File: config.mk
export PLATFORM = sky130hd
export DESIGN_NAME = btn_evt_arbiter
export DESIGN_NICKNAME = d
export VERILOG_FILES = /design/src/rtl/btn_evt_arbiter.sv
export SDC_FILE = /design/constraint.sdc
export NUM_CORES = 1
export LEC_CHECK = 0
export CAP_MARGIN = 0
export CELL_PAD_IN_SITES_DETAIL_PLACEMENT = 0
export CELL_PAD_IN_SITES_GLOBAL_PLACEMENT = 1
export CORE_ASPECT_RATIO = 0.9
export CORE_MARGIN = 1
export CORE_UTILIZATION = 36
export CTS_CLUSTER_SIZE = 30
export DETAILED_ROUTE_END_ITERATION = 8
export PLACE_DENSITY = 0.82
export REMOVE_ABC_BUFFERS = 1
export SYNTH_ARGS = -nofsm -noshare
export SYNTH_HDL_FRONTEND = slang
export SYNTH_SLANG_ARGS = --single-unit
File: constraint.sdc
create_clock -name clk -period 3.6 [get_ports clk]
set_clock_uncertainty 0.1 [all_clocks]
set_input_delay 0.9 -clock clk [delete_from_list [all_inputs] [get_ports clk]]
set_output_delay 0.9 -clock clk [all_outputs]
set_load 0.01 [all_outputs]
File: src/rtl/btn_evt_arbiter.sv
// btn_evt_arbiter: round-robin arbiter of per-button short/long press events into an event FIFO (optional drop counter: BTN_ARB_DROP_CNT_EN)
module btn_evt_arbiter #(
  parameter int N_BTN      = 4,
  parameter int ID_W       = 2,
  parameter int FIFO_DEPTH = 4
) (
  input  logic             clk,
  input  logic             rst_n,
  input  logic [N_BTN-1:0] short_i,
  input  logic [N_BTN-1:0] long_i,
  output logic             evt_valid,
  input  logic             evt_ready,
  output logic [ID_W-1:0]  evt_id,
  output logic             evt_long,
  output logic             overflow,
  input  logic             clr_ovf,
  output logic [7:0]       drop_cnt
);
  localparam int PW = $clog2(FIFO_DEPTH);
  localparam int CW = PW + 1;
  logic [N_BTN-1:0] pend_s, pend_l, gnt_s, gnt_l, cap_s, drop;
  logic [ID_W-1:0]  rr_ptr, gid, idx;
  logic             gnt, glong, pop;
  logic [ID_W:0]    mem [FIFO_DEPTH];
  logic [PW-1:0]    wr_ptr, rd_ptr;
  logic [CW-1:0]    count;
  // first pending button at or after rr_ptr wins, but only while the FIFO has room
  always_comb begin
    gnt = 1'b0;
    gid = '0;
    idx = '0;
    for (int k = N_BTN - 1; k >= 0; k--) begin
      idx = ID_W'((int'(rr_ptr) + k) % N_BTN);
      if (pend_l[idx] | pend_s[idx]) begin
        gnt = count < CW'(FIFO_DEPTH);
        gid = idx;
      end
    end
    glong = pend_l[gid];
  end
  assign gnt_l     = {N_BTN{gnt & glong}} & (N_BTN'(1) << gid);
  assign gnt_s     = {N_BTN{gnt & ~glong}} & (N_BTN'(1) << gid);
  assign cap_s     = short_i & ~long_i;
  assign drop      = (long_i & pend_l & ~gnt_l) | (cap_s & pend_s & ~gnt_s);
  assign evt_valid = count != '0;
  assign pop       = evt_valid & evt_ready;
  assign evt_id    = evt_valid ? mem[rd_ptr][ID_W:1] : '0;
  assign evt_long  = evt_valid & mem[rd_ptr][0];
  // pending flags, round-robin pointer, FIFO bookkeeping and sticky overflow
  always_ff @(posedge clk) begin
    if (!rst_n) begin
      pend_s   <= '0;
      pend_l   <= '0;
      rr_ptr   <= '0;
      wr_ptr   <= '0;
      rd_ptr   <= '0;
      count    <= '0;
      overflow <= 1'b0;
    end else begin
      pend_l   <= (pend_l & ~gnt_l) | long_i;
      pend_s   <= (pend_s & ~gnt_s) | cap_s;
      rr_ptr   <= gnt ? ID_W'((int'(gid) + 1) % N_BTN) : rr_ptr;
      wr_ptr   <= wr_ptr + PW'(gnt);
      rd_ptr   <= rd_ptr + PW'(pop);
      count    <= count + CW'(gnt) - CW'(pop);
      overflow <= (|drop) | (overflow & ~clr_ovf);
    end
  end
  // event storage; contents are meaningless outside the count window so no reset
  always_ff @(posedge clk) begin
    if (rst_n && gnt) mem[wr_ptr] <= {gid, glong};
  end
`ifdef BTN_ARB_DROP_CNT_EN
  logic [3:0] ndrop;
  logic [8:0] dsum;
  // number of events dropped this cycle (at most one per button)
  always_comb begin
    ndrop = '0;
    for (int i = 0; i < N_BTN; i++) ndrop = ndrop + 4'(drop[i]);
  end
  assign dsum = {1'b0, drop_cnt} + 9'(ndrop);
  // saturating drop counter; a clear still records drops of the same cycle
  always_ff @(posedge clk) begin
    if (!rst_n) drop_cnt <= '0;
    else drop_cnt <= clr_ovf ? 8'(ndrop) : (dsum[8] ? 8'hff : dsum[7:0]);
  end
`else
  assign drop_cnt = 8'd0;
`endif
endmodule

==> flow_summary.yaml <==
outcome:
  status: "finished clean"
worst_setup_path:
  cp_top_family: "multiplexers"
  endpoint_kind: "output pin"
  worst_path_max_delay_cell: "mux4_2"
  cp_num_buf_inv: 1
  worstPathRequired_ps: 2600
  crit_chain: "mux4_2 > nor2b_1 > clkdlybuf4s50_1"
  crit_path_max_fanout: 4
  path_class: "reg -> out"
  critical_path_arrival_ps: 1880
  cp.depth: 3
  crit_path_max_incr_delay_ps: 520
  r2r_cells: 9
  start_kind: "flip-flop"
global_route:
  grt.total_usage_pct: 13.1
  grt-ovfl-total: 0
  grt_max_degree: 21
  grt_pass1_vias: 1084
  grt_pass1_wl_mm: 4.81
  grt_antenna_before_repair: 0
clock_network:
  insertion_delay_ps: 290
  cts_root_buf: "clkbuf_8"
  cts_buffers: 5
  cts_resized: 0
  ctsHoldBuffers: 0
  clk_pin_slew_ps: 70
  cts_sinks: 30
  cts_post_setup_buffers_inserted: 0
  cts_tree: "built"
  htreeDepth: 2
  clk_path_buf_depth: 2
final_layout:
  synthToLayoutAreaGrowth_pct: 19.9
  final_area_um2: 2010
  diodes: 0
  final_util_pct: 45.0
  final_cell_mix: "dfxtp_1, clkdlybuf4s50_1, nand2_1, edfxtp_1, o21ai_0"
  fin_nets: 206
  layout_commonest_cell: "dfxtp_1"
  drive_above_1_share_pct: 10.8
  fillers: 451
synthesis:
  synth_seq_cells: 30
  ys_warn_count: 0
  syn_avg_cell_area_um2: 10.1
  syn_inst: 166
  syn_area_um2: 1670
  ys.flop_type: "dfxtp_1"
  synth-seq-area-share_pct: 43.1
  synth_cell_type_count: 45
  async_flop_share_pct: 0
  synth_edf_count: 12
sta:
  slew_headroom_pct: 55.6
  drv_slew: 0
  setup_tns_ps: 0
  finalHoldViolations: 0
  worstMarginPinSlew_ps: 657
  clock.fmax_ghz: 0.347
  holdWs_ps: 423
  finalSetupViolCount: 0
  rsz0062_at_grt: "false"
  finalCritPeriodShare_pct: 80.1
  fin_ws_ps: 715
  period_minus_slack_ps: 2880
floorplanning:
  core_area_um2: 4460
  dieHeight_um: 66.7
  rows: 23
  dieWidth_um: 73.9
  dieArea_um2: 4920
  start_util_pct: 37.5
  ios: 25
detailed_routing:
  ant_nets: 0
  drc: 0
  drtIter0Drc: 38
  viasPerCell: 4.78
  routed_wl_mm: 2.87
  vias: 1186
  drtPass1Iterations: 4
  routedWlPerCell_um: 11.6
placed_design:
  post_dp_cell_area_um2: 1860
  hpwl_mm: 2.18
  port_buffers: 16
  post-place-ws_ps: 573
  gp_congestion: 0.813
worst_hold_path:
  worst_hold_path_type: "reg -> reg"
  hold_path_depth: 2
power:
  ir_drop_mv: 0.306
  p_leak_nw: 0.791
  powerDensity_nw_per_um2: 751
run:
  cap_violations: 0
==> area by class of cell <==
class                   instances  area, µm²  share of cell area, %
well taps                      62       77.6                   3.87
flip-flops and latches         30        721                   35.9
repair buffers                 18        175                   8.73
clock buffers                   6       82.6                   4.12
clock inverters                 2       60.1                   2.99
inverters                       9       33.8                   1.68
multi-input cells             121        856                   42.7
==> cell usage after synthesis (2+ instances only) <==
cell      count  area share [%]
a21oi_1       2            0.60
clkbuf_1      2            0.45
o21a_1        7             3.1
dfxtp_1      18              22
a21boi_0      5             2.2
or3_1         2            0.75
nand2_1      15             3.4
o211a_1       2             1.2
xor2_1        2             1.0
and2_1        6             2.2
xnor2_1       2             1.0
nor3_1        5             1.5
edfxtp_1     12              22
o21ai_0      11             3.3
nor2_1        8             1.8
o31a_2        2             1.2
ha_1          8             6.0
nand3b_1      3             1.3
a41oi_1       2             1.0
nand2b_1      3             1.1
buf_4         8             3.6
inv_1         8             1.8
buf_2         2            0.60
mux4_2        3             4.0
nor2b_1       8             3.0
==> through the flow <==
stage               instances  total power [mW]
global route              248              1.61
detailed placement        240              1.10
finish                    248              1.51
CTS                       248              1.52
global placement          240              1.09
floorplan                 160             0.908
==> per-layer routing <==
| layer | global-route usage (%) | share of wire (%) |
|---|---|---|
| met1 | 16.5 | 50 |
| met2 | 21.2 | 45 |
| met3 | 3.63 | 3.5 |
| met4 | 5.29 | 1.4 |
| met5 | 0 | 0 |
==> registers in the layout, summed over array words and instances (netlist names) <==
register,count
mem,12
rd_ptr,2
count,3
overflow,1
pend_l,4
pend_s,4
wr_ptr,2
rr_ptr,2
==> path summary, 6_finish.rpt <==
path                                      startpoint                   end  slack, ps
worst max-delay path            rd_ptr[0]$_SDFF_PN0_              evt_long        720
worst min-delay path            pend_s[1]$_SDFF_PN0_  pend_s[1]$_SDFF_PN0_        420
worst min register to register  pend_s[1]$_SDFF_PN0_  pend_s[1]$_SDFF_PN0_        420
worst max register to register  pend_s[1]$_SDFF_PN0_   overflow$_SDFF_PN0_        810
==> power breakdown <==
group          switching [mW]  internal (mW)  total [mW]  leakage (nW)
clock                   0.129          0.295       0.424        0.0714
sequential             0.0710          0.455       0.526         0.260
combinational           0.277          0.280       0.557         0.460
total                   0.477           1.03        1.51         0.791
==> worst min-delay path, stage by stage, from the launching register on <==
cell	delay, ps
dfxtp_1	340
o21ai_0	70
a21boi_0	70
==> cell families after synthesis <==
family	synth area share [%]
adder cells (fa/ha/maj)	7.18
AO/OA/AOI/OAI	17.2
flip-flops	43.1
AND/OR/NAND/NOR	18.3
other	0.224
multiplexers	4.64
XOR/XNOR	2.09
buffers and inverters	7.33
Note: power is estimated with default switching activity, not from simulation.
